$ cat src/rtl/cpu_pkg.sv
// cpu_pkg: shared definitions for the cpu_mc multi-cycle core.
//   - opcode and R-type func encodings
//   - HALT instruction word
//   - FSM state enum and ALU operation enum
// The ALU_MUL operation exists only when CPU_MUL_EN is defined.
package cpu_pkg;

  localparam logic [2:0] OP_RTYPE = 3'b000;
  localparam logic [2:0] OP_ADDI  = 3'b001;
  localparam logic [2:0] OP_LW    = 3'b010;
  localparam logic [2:0] OP_SW    = 3'b011;
  localparam logic [2:0] OP_BEQ   = 3'b100;
  localparam logic [2:0] OP_J     = 3'b101;
  localparam logic [2:0] OP_RSV   = 3'b110;
  localparam logic [2:0] OP_SYS   = 3'b111;

  localparam logic [3:0] FN_ADD = 4'd0;
  localparam logic [3:0] FN_SUB = 4'd1;
  localparam logic [3:0] FN_AND = 4'd2;
  localparam logic [3:0] FN_OR  = 4'd3;
  localparam logic [3:0] FN_XOR = 4'd4;
  localparam logic [3:0] FN_SLT = 4'd5;
  localparam logic [3:0] FN_SLL = 4'd6;
  localparam logic [3:0] FN_SRL = 4'd7;
  localparam logic [3:0] FN_MUL = 4'd8;

  localparam logic [15:0] INSN_HALT = 16'hFFFF;

  typedef enum logic [2:0] {
    ST_FETCH,
    ST_EXEC,
    ST_MEM,
    ST_WB,
    ST_STOP
  } state_t;

  typedef enum logic [3:0] {
    ALU_ADD,
    ALU_SUB,
    ALU_AND,
    ALU_OR,
    ALU_XOR,
    ALU_SLT,
    ALU_SLL,
    ALU_SRL
`ifdef CPU_MUL_EN
    , ALU_MUL
`endif
  } alu_op_t;

endpackage

$ cat src/rtl/cpu_alu.sv
// cpu_alu: combinational ALU for cpu_mc.
// Ports:
//   op   - operation select (alu_op_t)
//   a, b - operands, DATA_W bits
//   y    - result, modulo 2^DATA_W
//   zero - y == 0 (used for beq compare via subtract)
// Shifts use only b[3:0]. Multiply is present only with CPU_MUL_EN.
module cpu_alu
  import cpu_pkg::*;
#(
  parameter int DATA_W = 16
) (
  input  alu_op_t           op,
  input  logic [DATA_W-1:0] a,
  input  logic [DATA_W-1:0] b,
  output logic [DATA_W-1:0] y,
  output logic              zero
);

  always_comb begin
    y = '0;
    case (op)
      ALU_ADD: y = a + b;
      ALU_SUB: y = a - b;
      ALU_AND: y = a & b;
      ALU_OR:  y = a | b;
      ALU_XOR: y = a ^ b;
      ALU_SLT: y = DATA_W'($signed(a) < $signed(b));
      ALU_SLL: y = a << b[3:0];
      ALU_SRL: y = a >> b[3:0];
`ifdef CPU_MUL_EN
      ALU_MUL: y = a * b;
`endif
      default: y = '0;
    endcase
  end

  assign zero = (y == '0);

endmodule

$ cat src/rtl/cpu_mc.sv
// cpu_mc: multi-cycle 16-bit-instruction CPU with req/ack instruction and
// data memory ports.
// Parameters: DATA_W (>= 16) register/datapath width, ADDR_W (>= 13) PC and
// data-address width.
// Ports:
//   clk, rst                 - clock, synchronous active-high reset
//   imem_req/addr/ack/rdata  - instruction fetch handshake (addr = pc)
//   dmem_req/we/addr/wdata/ack/rdata - data access handshake
//   retire                   - one-cycle pulse per completed instruction
//   pc_out                   - architectural PC
//   halted, illegal          - core stopped; stop caused by illegal insn
// Build option: CPU_MUL_EN enables R-type func 8 (mul); otherwise illegal.
//
// state    | meaning
// ---------+-----------------------------------------------------------
// ST_FETCH | imem_req high until imem_ack; latch instruction
// ST_EXEC  | decode, ALU, effective address, next pc
// ST_MEM   | dmem_req high with stable request until dmem_ack
// ST_WB    | register write, pc update, retire pulse
// ST_STOP  | halted; left only by rst
module cpu_mc
  import cpu_pkg::*;
#(
  parameter int DATA_W = 16,
  parameter int ADDR_W = 16
) (
  input  logic              clk,
  input  logic              rst,
  output logic              imem_req,
  output logic [ADDR_W-1:0] imem_addr,
  input  logic              imem_ack,
  input  logic [15:0]       imem_rdata,
  output logic              dmem_req,
  output logic              dmem_we,
  output logic [ADDR_W-1:0] dmem_addr,
  output logic [DATA_W-1:0] dmem_wdata,
  input  logic              dmem_ack,
  input  logic [DATA_W-1:0] dmem_rdata,
  output logic              retire,
  output logic [ADDR_W-1:0] pc_out,
  output logic              halted,
  output logic              illegal
);

  state_t            state;
  logic              run;   // low for the cycle after reset so imem_req starts at 0
  logic [ADDR_W-1:0] pc;
  logic [15:0]       ir;
  logic [DATA_W-1:0] regs [8];

  logic [DATA_W-1:0] wr_val;
  logic              wr_en;
  logic [2:0]        wr_dst;
  logic [ADDR_W-1:0] pc_nxt;

  logic [2:0]        op, rs_i, rt_i, rd_i;
  logic [3:0]        func;
  logic [DATA_W-1:0] rs_val, rt_val, simm_d;
  logic [ADDR_W-1:0] simm_a, ea, pc_inc, pc_nxt_d;

  alu_op_t           alu_op;
  logic [DATA_W-1:0] alu_b, alu_y;
  logic              alu_zero;
  logic              ill_d, halt_d, wr_en_d;
  logic [2:0]        wr_dst_d;

  assign op   = ir[15:13];
  assign rs_i = ir[12:10];
  assign rt_i = ir[9:7];
  assign rd_i = ir[6:4];
  assign func = ir[3:0];

  // r0 is never written and resets to 0, so a plain read returns 0
  assign rs_val = regs[rs_i];
  assign rt_val = regs[rt_i];
  assign simm_d = DATA_W'($signed(ir[6:0]));
  assign simm_a = ADDR_W'($signed(ir[6:0]));
  assign ea     = ADDR_W'(rs_val) + simm_a;
  assign pc_inc = pc + ADDR_W'(1);

  always_comb begin
    alu_op   = ALU_ADD;
    alu_b    = rt_val;
    ill_d    = 1'b0;
    halt_d   = 1'b0;
    wr_en_d  = 1'b0;
    wr_dst_d = rd_i;
    case (op)
      OP_RTYPE: begin
        wr_en_d = 1'b1;
        case (func)
          FN_ADD: alu_op = ALU_ADD;
          FN_SUB: alu_op = ALU_SUB;
          FN_AND: alu_op = ALU_AND;
          FN_OR:  alu_op = ALU_OR;
          FN_XOR: alu_op = ALU_XOR;
          FN_SLT: alu_op = ALU_SLT;
          FN_SLL: alu_op = ALU_SLL;
          FN_SRL: alu_op = ALU_SRL;
`ifdef CPU_MUL_EN
          FN_MUL: alu_op = ALU_MUL;
`endif
          default: begin
            ill_d   = 1'b1;
            wr_en_d = 1'b0;
          end
        endcase
      end
      OP_ADDI: begin
        alu_b    = simm_d;
        wr_en_d  = 1'b1;
        wr_dst_d = rt_i;
      end
      OP_LW: begin
        wr_en_d  = 1'b1;
        wr_dst_d = rt_i;
      end
      OP_SW:  ;
      OP_BEQ: alu_op = ALU_SUB;
      OP_J:   ;
      OP_SYS: begin
        if (ir == INSN_HALT) halt_d = 1'b1;
        else                 ill_d  = 1'b1;
      end
      default: ill_d = 1'b1;
    endcase
  end

  always_comb begin
    pc_nxt_d = pc_inc;
    if (op == OP_BEQ && alu_zero) pc_nxt_d = pc_inc + simm_a;
    else if (op == OP_J)          pc_nxt_d = ADDR_W'(ir[12:0]);
  end

  cpu_alu #(.DATA_W(DATA_W)) u_alu (
    .op   (alu_op),
    .a    (rs_val),
    .b    (alu_b),
    .y    (alu_y),
    .zero (alu_zero)
  );

  always_ff @(posedge clk) begin
    if (rst) begin
      state      <= ST_FETCH;
      run        <= 1'b0;
      pc         <= '0;
      ir         <= '0;
      wr_val     <= '0;
      wr_en      <= 1'b0;
      wr_dst     <= '0;
      pc_nxt     <= '0;
      dmem_we    <= 1'b0;
      dmem_addr  <= '0;
      dmem_wdata <= '0;
      illegal    <= 1'b0;
      for (int i = 0; i < 8; i++) regs[i] <= '0;
    end else begin
      run <= 1'b1;
      case (state)
        ST_FETCH: begin
          if (imem_req && imem_ack) begin
            ir    <= imem_rdata;
            state <= ST_EXEC;
          end
        end
        ST_EXEC: begin
          wr_val <= alu_y;
          wr_en  <= wr_en_d;
          wr_dst <= wr_dst_d;
          pc_nxt <= pc_nxt_d;
          if (ill_d || halt_d) begin
            illegal <= ill_d;
            state   <= ST_STOP;
          end else if (op == OP_LW || op == OP_SW) begin
            dmem_we    <= (op == OP_SW);
            dmem_addr  <= ea;
            dmem_wdata <= rt_val;
            state      <= ST_MEM;
          end else begin
            state <= ST_WB;
          end
        end
        ST_MEM: begin
          if (dmem_ack) begin
            if (!dmem_we) wr_val <= dmem_rdata;
            dmem_we <= 1'b0;
            state   <= ST_WB;
          end
        end
        ST_WB: begin
          if (wr_en && wr_dst != 3'd0) regs[wr_dst] <= wr_val;
          pc    <= pc_nxt;
          state <= ST_FETCH;
        end
        ST_STOP: ;
        default: state <= ST_FETCH;
      endcase
    end
  end

  assign imem_req  = run && (state == ST_FETCH);
  assign imem_addr = pc;
  assign dmem_req  = (state == ST_MEM);
  assign retire    = (state == ST_WB);
  assign halted    = (state == ST_STOP);
  assign pc_out    = pc;

endmodule

$ cat config.mk
export PLATFORM = sky130hd
export DESIGN_NAME = cpu_mc
export DESIGN_NICKNAME = d
export VERILOG_FILES = /design/src/rtl/cpu_pkg.sv /design/src/rtl/cpu_alu.sv /design/src/rtl/cpu_mc.sv
export SDC_FILE = /design/constraint.sdc
export NUM_CORES = 1
export LEC_CHECK = 0
export ABC_AREA = 1
export CAP_MARGIN = 25
export CORE_MARGIN = 2
export CORE_UTILIZATION = 60
export DETAILED_ROUTE_END_ITERATION = 8
export PLACE_DENSITY = 0.91
export SKIP_LAST_GASP = 1
export SLEW_MARGIN = 20
export SYNTH_ARGS = -nofsm -noshare
export SYNTH_HDL_FRONTEND = slang
export SYNTH_SLANG_ARGS = --single-unit
$ cat constraint.sdc
create_clock -name clk -period 12.54 [get_ports clk]
set_input_delay 1.254 -clock clk [delete_from_list [all_inputs] [get_ports clk]]
set_output_delay 1.254 -clock clk [all_outputs]
set_load 0.01 [all_outputs]
# Word level (Yosys, flattened, before mapping)

Memory sizes are Yosys's and may differ from the RTL's. A register that Yosys moved wholly into a read port is not among the register bits.
Cells that the tools add are included.

Flip-flop bits (word level): 106
RAM bits: 128
Input port bits: 36
Output and inout port bits: 70
Logic and storage cells: 119
Memories: 1

$add $sub $neg: 5
Order comparisons: 1
Equal/unequal tests: 30
Shift operators: 2
Muxes and demuxes: 40
Bitwise logic cells: 5
Reductions and logical operators: 23

Memory list:

| name | depth | bits a word | read ports | clocked after Yosys merged registers in | write ports | line         | RTL |
|---|---|---|---|---|---|---|---|
| regs | 8     | 16          | 2          | 2                                       | 8           | cpu_mc.sv:49 | `logic [DATA_W-1:0] regs [8];` |

Operators with widths:

| kind                  | number |
|---|---|
| $pmux 16 s8           | 1 |
| $mux 16               | 6 |
| $add 16x16->16        | 3 |
| $pmux 16 s2           | 1 |
| $mux 3                | 9 |
| $eq 3x3->1 const B    | 8 |
| $pmux 3 s7            | 1 |
| $eq 3x2->1 const B    | 6 |
| $mux 1                | 17 |
| $add 16x1->16 const B | 1 |
| $and 16x16->16        | 1 |
| $eq 16x16->1 const B  | 1 |
| $eq 4x3->1 const B    | 4 |
| $logic_not 16->1      | 1 |
| $lt 16x16->1          | 1 |
| $or 16x16->16         | 1 |
| $reduce_or 16->1      | 1 |
| $shl 16x4->16         | 1 |
| $shr 16x4->16         | 1 |
| $sub 16x16->16        | 1 |
| $xor 16x16->16        | 1 |
| $pmux 3 s4            | 1 |
| $eq 3x1->1 const B    | 3 |
| $reduce_and 3->1      | 3 |
| 19 further kinds      | 32 |

# Longest topological paths before layout

Gate-level depths: netlist of the first run.

Word-level depth: 8
Mapped depth: 35
Mapped depth without buffers: 33

# Modules after synthesis

A second synthesis of the first run with hierarchy kept.

Cell total of the unflattened synthesis: 2641
Area total of the unflattened synthesis: 17784.6 sq um

Modules (own cells, without submodules):

| module  | times used | cells an instance | area each (sq um) | seq. area each (sq um) |
|---|---|---|---|---|
| cpu_mc  | 1          | 1759              | 13349.1           | 6085.8 |
| cpu_alu | 1          | 882               | 4435.5            | 0.0 |

# Worst setup path after synthesis of the first run

OpenSTA, ideal clock, no wires.

Path kind: register -> register
Start: reg (tool-made name)
End: reg pc_nxt[5]
Setup time: 109 ps
Arrival: 3958 ps
Required time: 12431 ps
Setup slack: 8473 ps
Stages on the path, launching flop included: 28
Buffers on the path: 6
Clock period less this slack: 4067 ps
Cell sequence: dfxtp_1 buf_6 buf_4 clkbuf_1 clkbuf_1 o211ai_1 a31oi_1 inv_1 o21ai_0 inv_1 ha_1 clkbuf_1 inv_1 a21oi_1 o21ai_0 a211oi_1 nand3_1 nand2_1 nor2_1 nor2_2 nand3_2 nor2_8 nand3_4 buf_6 nand2_1 nand3_1 nand2_1 inv_1

RTL lines:

| what                 | line          | RTL |
|---|---|---|
| to (signal assigned) | cpu_mc.sv:171 | `pc_nxt <= pc_nxt_d;` |
| to (decl)            | cpu_mc.sv:54  | `logic [ADDR_W-1:0] pc_nxt;` |

==> results of run 1 <==
[metal layers]
layer | up-vias | global-route usage
met5 | - | 0
met4 | 0 | 0.1863
met3 | 232 | 0.07281
met2 | 1250 | 0.6315
met1 | 8271 | 0.4952
li1 | 8329 | -
[worst paths after layout]
| kind | startpoint | to | cells after the start |
|---|---|---|---|
| max | flip-flop | pc_nxt[11] | 26 |
| min | pc_nxt[14] | pc_nxt[14] | 2 |
| max reg2reg | flip-flop | pc_nxt[11] | 26 |
| min reg2reg | pc_nxt[14] | pc_nxt[14] | 2 |
[cells in the final DEF (no fill, tap or decap), drive strengths merged, types with 3 or more instances in the layout]
cell type	instances
dfxtp	112
clkinv	13
a31oi	13
o221ai	7
nand4	16
clkbuf	37
conb	16
nand3	323
a211oi	6
buf	24
a21oi	190
nand2	524
nand3b	3
bufinv	3
o21ai	183
xnor2	4
xor2	31
inv	315
clkdlybuf4s50	104
nor4	6
or2	7
o22ai	9
ha	78
o211ai	56
a221oi	3
a21o	3
edfxtp	128
fa	4
o21bai	8
nor3	21
nor2	295
[kinds of logic (layout without fill, tap and decap cells)]
logic type / count (synthesis) / in the layout / synth area share
flops: 240 / 240 / 0.3524
buf+inv: 449 / 497 / 0.1103
fa+ha+maj: 82 / 82 / 0.06114
compound gates: 485 / 485 / 0.1578
other cells: 1 / 16 / 0.0002171
xor+xnor: 35 / 35 / 0.01775
simple gates: 1197 / 1197 / 0.3004
[stage by stage]
stage / power (mW) / utilization / instances / hold WS, ps
3_5_place_dp: 3.485 / 0.6419 / 2883 / 462.2
5_1_grt: 4.746 / 0.6794 / 2936 / 488.6
3_3_place_gp: 3.459 / 0.6414 / 2882 / 453.5
6_report: 4.491 / 0.6794 / 2936 / 472.1
4_1_cts: 4.380 / 0.6777 / 2933 / 471.2
2_1_floorplan: 2.788 / - / 2504 / 429.7
[final cells by class]
class / count / area (um2) / area share
Multi-Input combinational cell: 1815 / 9359 / 0.4825
Sequential cell: 240 / 6088 / 0.3139
Clock buffer: 37 / 859.6 / 0.04432
Timing Repair Buffer: 128 / 1246 / 0.06425
Clock inverter: 13 / 162.7 / 0.008386
Tap cell: 384 / 480.5 / 0.02477
Inverter: 319 / 1200 / 0.06186
[worst reg2reg max path, delay by kind of cell (launching register included)]
family,cells,cell delay (ps)
buffers and inverters,2,1250
flip-flops,1,310
adder cells (fa/ha/maj),1,470
AND/OR/NAND/NOR,16,2320
AO/OA/AOI/OAI,7,1410
[sequential cells by signal (all words and copies together), names as in the netlist, named ones only]
| name | cells |
|---|---|
| dmem_we | 1 |
| dmem_wdata | 16 |
| ir | 16 |
| imem_addr | 16 |
| illegal | 1 |
| wr_en | 1 |
| regs | 128 |
| state | 3 |
| wr_val | 16 |
| dmem_addr | 16 |
| run | 1 |
| pc_nxt | 16 |
| wr_dst | 3 |
[power by group through the flow]
stage | clock network [mW] | logic (mW) | registers (mW)
after floorplan | 0 | 1.81 | 0.978
after global placement | 0 | 2.46 | 0.999
after detailed placement | 0 | 2.48 | 1.00
after CTS | 0.892 | 2.50 | 0.987
after global routing | 0.923 | 2.82 | 0.999
final | 0.894 | 2.60 | 0.993
==> impl_results.md, run 1 <==
- Area grow syn2layout: 12.30%
- Grt total ovfl: 0
- Part of the power in registers: 0.221
- # hold bufs at CTS: 0
- Sequential fraction of the synthesis area: 0.3524
- Crit Path Class: flip-flop to flip-flop
- Via/cell ratio: ~6.2
- CTS Buffer Depth: 3
- Clock skew: 10.42 ps
- Antenna violations before repair: 0
- Worst-Margin Slew: 1042 ps
- CTS-repair resized insts: 0
- First-pass DRT Iterations: 9
- Gr usage total: 0.3864
- Final min period: 5907 ps
- YS warnings: 0
- DR WL/cell: 20.66 um
- Combinational power share: 0.580
- DRC errors left: 0
- Startpoint Class: flip-flop
- Core area: between 0.02 and 0.03 mm2
- Mapped Avg Cell Area: 6.939 um2
- Worst-path clk slew: 70 ps
- CP Buf/Inv Count: 2
- Cell taking the most area after synthesis: edfxtp_1
- Setup WS pre-CTS: about 6900 ps
- Rel. slew slack: 0.3029
- Final Instance Area: around 0.019 mm2
- Fraction of registers with async set/reset: 0
- Fin Setup TNS: 0 ps
- Prevailing post-synth register cell: edfxtp_1
- Port Buffers: 105
- Vias: 18,082
- Synth cell types: between 50 and 60
- Height of the die: roughly 170 um
- Metal3 WL: about 6.8 mm
- Post-Route M1 WL: 22.94 mm
- Met2 wire len: between 20 and 30 mm
- Mapped Area: roughly 0.017 mm2
- Synth top area cells: edfxtp_1 (22%), dfxtp_1 (13%), nand2_1 (11%), nand3_1 (9.0%), inv_1 (6.4%)
- Hold WC Path Type: flip-flop to flip-flop
- Chip Width: roughly 170 um
- WP data required: around 13,000 ps
- Vias in the first global route: between 15,000 and 20,000
- First-pass GRT wire length: around 92 mm
- Die area: 0.03016 mm2
- Biggest cell delay along the critical path: 680 ps
- R2r setup slk: ~6600 ps
- Share of cells above drive strength 1: 0.05682
- Routed wire length: 60.66 mm
- Synth cell count leaders: nand2_1 (508), nand3_1 (311), inv_1 (294), nor2_1 (289), a21oi_1 (188)
- CTS tree: built
- Status: complete, no violations
- Fmax: roughly 0.17 GHz
- Largest net degree at the start of global routing: slightly above 100
- Switching share of power: 0.5051
- CTS sink cnt: 240
- Fillers: 2,394
- Post-route ant nets: 0
- Top-count cell post-synth: nand2_1
- Setup repair after global routing missed its margin: no
- Initial Util: 0.6050
- TritonCTS Buffers: 27
- Top layer in use: met4
- Postcts setup bufs: 0
- CP Data Arrival Time: around 6300 ps
- Root Driver: clkbuf_16
- Final HPWL DP: roughly 43 mm
- H-tree levels: 1
- Design internal power: 2.222 mW
- Max Cap Violations: 0
- Final setup margin: ~6600 ps
- DP Area: 0.01832 mm2
- Clk_lat worst skew: ~570 ps
- Period utilization: 0.4710
- Share of Yosys cell area claimed by the top area cell type: 0.2225
- NetSw: between 2 and 2.5 mW
- Final #Nets: ~2,600
- Hold Vio Cnt, Final: 0
- Clock power frac: 0.199
- Lkg Pwr: approximately 8.4 nW
- Site Rows: 62
- # setup viols final: 0
- DR iter-0 viols: between 2,000 and 3,000
- I/O pins: roughly 110
- CP Capture Type: flip-flop
- Pwr dens: between 200 and 250 mW/mm2
- Mapped Cells: ~2,500
- Worst ir drop on vdd: 153.3 uV
- Slew Viols, Final: 0
- CP max-delay cell: buf_4
- Largest delay share family, worst path: simple AND/OR/NAND/NOR gates
- EDFF count, synth: between 100 and 150
- FF+latch count, synth: 240
- CP Max Fanout: around 90
- GP Congestion: about 1.0
- Antenna diodes: 0
(Power assumes the default switching activity.)
==> inputs of run 2 (changes only) <==
CORE_UTILIZATION = 55   (was 60)
PLACE_DENSITY = 0.89   (was 0.91)
clock period = 5.15 ns   (was 12.54 ns; I/O delays follow)
==> impl_results.md, run 2 (synthesis results as in run 1) <==
- Placed instance count: 2,947
- Design Power: around 11 mW
- CTS sink cnt: 240
- Worst hold margin: ~460 ps
- Slew Viols, Final: 0
- Final Util: 0.6389
- Largest net degree at the start of global routing: between 70 and 80
- Site Rows: 64
- Vias in the first global route: between 15,000 and 20,000
- Status: complete, no violations
- Commonest non-fill, non-tap cell in the layout: nand2_1
- Max Cap Violations: 0
- I/O pins: 106
- H-tree levels: 1
- CTS tree: built
- Period utilization: 0.9491
- Reg2Reg Depth: 26
- Fillers: between 2,000 and 3,000
- CP max-delay cell: ha_1
- Biggest cell delay along the critical path: 520 ps
- TritonCTS Buffers: 27
- Largest register by flop count: regs
- Die area: around 0.033 mm2
- Worst ir drop on vdd: slightly below 400 uV
- CP Capture Type: flip-flop
- CP Data Arrival Time: around 5300 ps
- Rel. slew slack: 0.2761
- Clock skew: roughly 30 ps
- Final #Nets: 2,699
- Final min period: a little under 5000 ps
- Worst-Margin Slew: between 1000 and 1500 ps
- Antenna violations before repair: 0
- Cell mode on critical path: nand3_1
- Gr usage total: 0.3707
- First-pass DRT Iterations: 6
- Fmax: a little over 0.2 GHz
- Port Buffers: about 110
- Root Driver: clkbuf_16
- Share of cells above drive strength 1: 0.07187
- Antenna diodes: 0
- Lkg Pwr: between 8 and 9 nW
- Post-route ant nets: 0
- DR WL/cell: around 21 um
- # setup viols final: 0
- Startpoint Class: flip-flop
- Chip Width: roughly 180 um
- Clk_lat worst skew: a little under 600 ps
- Height of the die: 181.2 um
- First-pass GRT wire length: between 90 and 100 mm
- GP Congestion: between 1 and 1.5
- Pwr dens: 556.6 mW/mm2
- Worst-path clk slew: ~60 ps
- Number of flip-flops in the largest register: between 100 and 150
- Core area: 0.03075 mm2
- WHS Path Cells: 2
- Setup repair after global routing missed its margin: no
- Grt total ovfl: 0
- Hold WC Path Type: flip-flop to flip-flop
- Initial Util: 0.5617
- Via/cell ratio: 6.080
- Vias: between 15,000 and 20,000
- Post-Layout Cell Count: 2,998
- WP data required: approximately 5600 ps
- DR iter-0 viols: 2,779
- Routed wire length: slightly above 60 mm
- Hold Vio Cnt, Final: 0
- CTS Buffer Depth: 3
- CP Max Fanout: 63
- Commonest non-fill, non-tap cells in the layout: nand2_1 (508), nand3_1 (311), inv_1 (294)
- Fin Setup TNS: 0 ps
- Area grow syn2layout: 13.74%
- Final HPWL DP: roughly 45 mm
- DRC errors left: 0
- Crit Path Class: flip-flop to flip-flop
[run 2: cell types whose count changed in the layout (fill, tap and decap cells not counted), sizes merged]
cell,change
clkinv,+6
clkinvlp,+1
bufinv,-1
buf,+50
clkbuf,-6
[run 2: timing repair]
action,in CTS,in global routing
setup buffers,0,1
hold buffers,0,0
gates resized for setup,0,3
endpoints found under the setup margin,0,16
[run 2: final timing paths]
path,from,end,slack [ps]
worst max-delay path,flip-flop,pc_nxt[5],260
worst min-delay path,pc_nxt[5],imem_addr[5],460
worst max register to register,flip-flop,pc_nxt[5],260
worst min register to register,pc_nxt[5],imem_addr[5],460
[run 2: where the power goes]
group          total [mW]  switching (mW)  internal, mW
registers            2.41           0.182          2.22
clock network        1.93           0.837          1.10
logic                6.59            4.55          2.05
total                10.9            5.56          5.37
[run 2: worst max-delay path, delay by kind of cell, from the launching register on]
family                     cells  cell delay, ps
adders and majority gates      1             520
and+or+nand+nor               16            2070
buffers and inverters          6            1230
AOI/OAI and AO/OA              3             530
DFF                            1             360
[run 2: per-stage QoR]
| stage | cell area [um2] | setup slack [ps] |
|---|---|---|
| floorplan | 17330 | 1083 |
| global placement | 18740 | 474.7 |
| detailed placement | 18740 | 341.8 |
| CTS | 19620 | 320.9 |
| global route | 19650 | 9.131 |
| finish | 19650 | 262.1 |
[run 2: layout make-up]
type / instances / area (um2) / area share
Sequential cell: 240 / 6091 / 0.3100
Tap cell: 396 / 495.5 / 0.02522
Timing Repair Buffer: 178 / 1623 / 0.08261
Inverter: 319 / 1200 / 0.06108
Clock buffer: 31 / 710.7 / 0.03618
Clock inverter: 19 / 167.7 / 0.008534
Multi-Input combinational cell: 1815 / 9358 / 0.4763
[run 2: per-layer routing]
layer | vias up | track usage | share of wire
met5 | - | 0 | 0
met4 | 0 | 0.1795 | 0.054
met3 | 229 | 0.06087 | 0.11
met2 | 1214 | 0.5952 | 0.45
met1 | 8357 | 0.4872 | 0.39
li1 | 8429 | - | -
==> RTL change (flow settings as in run 2) <==
Reset style: asynchronous (`rst`), changed in one clocked block. Comments in the files are not updated.
--- a/src/rtl/cpu_mc.sv
+++ b/src/rtl/cpu_mc.sv
@@ -141,5 +141,5 @@
   );
 
-  always_ff @(posedge clk) begin
+  always_ff @(posedge clk or posedge rst) begin
     if (rst) begin
       state      <= ST_FETCH;
Behaviour: differs if rst is asserted again (counterexample within 4 cycles, from zero or initial values and one cycle with rst high); with rst held inactive, the same outputs for 4 cycles.
==> RTL change against run 2 <==
Sequential share of layout area down 0.48 points; area after synthesis is 1.4% lower; wire length shrank 3.7%; sequential cell count is 6 lower; global-route usage is 0.45 points lower; final cell count down 2.4%; first-iteration DRC count shrank 24%; final area shrank 2.3%; non-clock buffer count decreased by 18; setup slack gained 0.12 ns; die area fell by 1.3%; critical endpoint is now pc_nxt[0].
Power is not shown: default switching activity piles up to over one toggle a cycle in this logic, so the estimate is an artifact.
==> RTL change: results <==
export IMPL_crit_path_top_delay_cell="dfrtp_2"
export IMPL_largest_reg_flops=128
export IMPL_multi_input_area_mm2=0.009500
export IMPL_grtUsageTotal_pct=36.62
export IMPL_grt_util_met2_pct=58.96
export IMPL_via_per_inst=6.050
export IMPL_grt_met1_usage_pct=47.48
export IMPL_post_place_ws_ns=0.2307
export IMPL_gr_usage_met3_pct=6.463
export IMPL_antenna_cells=1
export IMPL_clk_share_pct=4.673
export IMPL_gp_congestion=0.9904
export IMPL_fillers=2688
export IMPL_seq_cell_count=234
export IMPL_synth_area_leaders="dfrtp_1 (34%), nand2_1 (14%), o21ai_0 (8.7%), nand3_1 (7.8%), ha_1 (5.7%)"
export IMPL_dr_pass1_iters=6
export IMPL_avgSynthCellArea_um2=6.888
export IMPL_wl_met1_um=23510
export IMPL_crit_fanout=47
export IMPL_place_area_mm2=0.01828
export IMPL_hpwl_um=43230
export IMPL_grt_pass1_vias=17330
export IMPL_drive_gt1_share_pct=7.470
export IMPL_wl_met3_um=6185
export IMPL_numCtsBuffers=26
export IMPL_r2r_cells=22
export IMPL_clock_latency_ns=0.54
export IMPL_placedCellCount=2878
export IMPL_grt_pass1_wl_um=94650
export IMPL_finClkSkew_ns=0.01216
export IMPL_post_cts_setup_buffers=0
export IMPL_wl_per_cell_um=20.47
export IMPL_cp_arrival_ns=5.20
export IMPL_buffers_excl_clock=160
export IMPL_async_flop_share_pct=100.0
export IMPL_seq_share_pct=30.52
export IMPL_detail_route_iter0_violations=2119
export IMPL_buffer_area_share_pct=7.899
export IMPL_num_vias=17710
export IMPL_final_net_count=2628
export IMPL_max_slew_margin_rel_pct=38.93
export IMPL_synthTopCellsByCount="nand2_1 (616), o21ai_0 (296), nand3_1 (266)"
export IMPL_status="complete, no violations"
export IMPL_yosysUniqueCellTypes=50
export IMPL_synth_fa_ha_area_share_pct=6.199
export IMPL_nMultiInputCombCells=1843
export IMPL_seq_area_mm2=0.005859
export IMPL_clkbuf_count=42
export IMPL_wl_met2_um=26910
export IMPL_synth_compound_area_share_pct=17.46
export IMPL_inverters=245
export IMPL_grt_max_degree=160
export IMPL_hold_path_depth=0
export IMPL_synth_xor_area_share_pct=2.262
export IMPL_synth_seq_area_share_pct=34.37
-- RTL change: changes by cell type after synthesis, moves of 20 or more --
cell and change:
nand2_1 +108, o21ai_0 +123, o21ai_1 +20, nand3_1 -45, dfrtp_1 +234, edfxtp_1 -128, inv_1 -73, dfxtp_1 -112
a21oi_1 -58, o211ai_1 -41, nor2_1 -101
-- RTL change: cell families after synthesis --
family / after synthesis
other: 1
buffers and inverters: 396
adders and majority gates: 82
and+or+nand+nor: 1169
AOI/OAI and AO/OA: 547
xor gates and xnor gates: 44
DFF: 234
-- RTL change: path summary, 6_finish.rpt --
path                            startpoint           end  slack [ns]
worst min-delay path             regs[127]     regs[127]        0.38
worst max-delay path                ir[10]     pc_nxt[0]        0.38
min in group asynchronous              rst     pc_nxt[8]        0.47
worst min register to register   regs[127]     regs[127]        0.38
max in group asynchronous              rst  dmem_addr[8]        3.39
worst max register to register      ir[10]     pc_nxt[0]        0.38
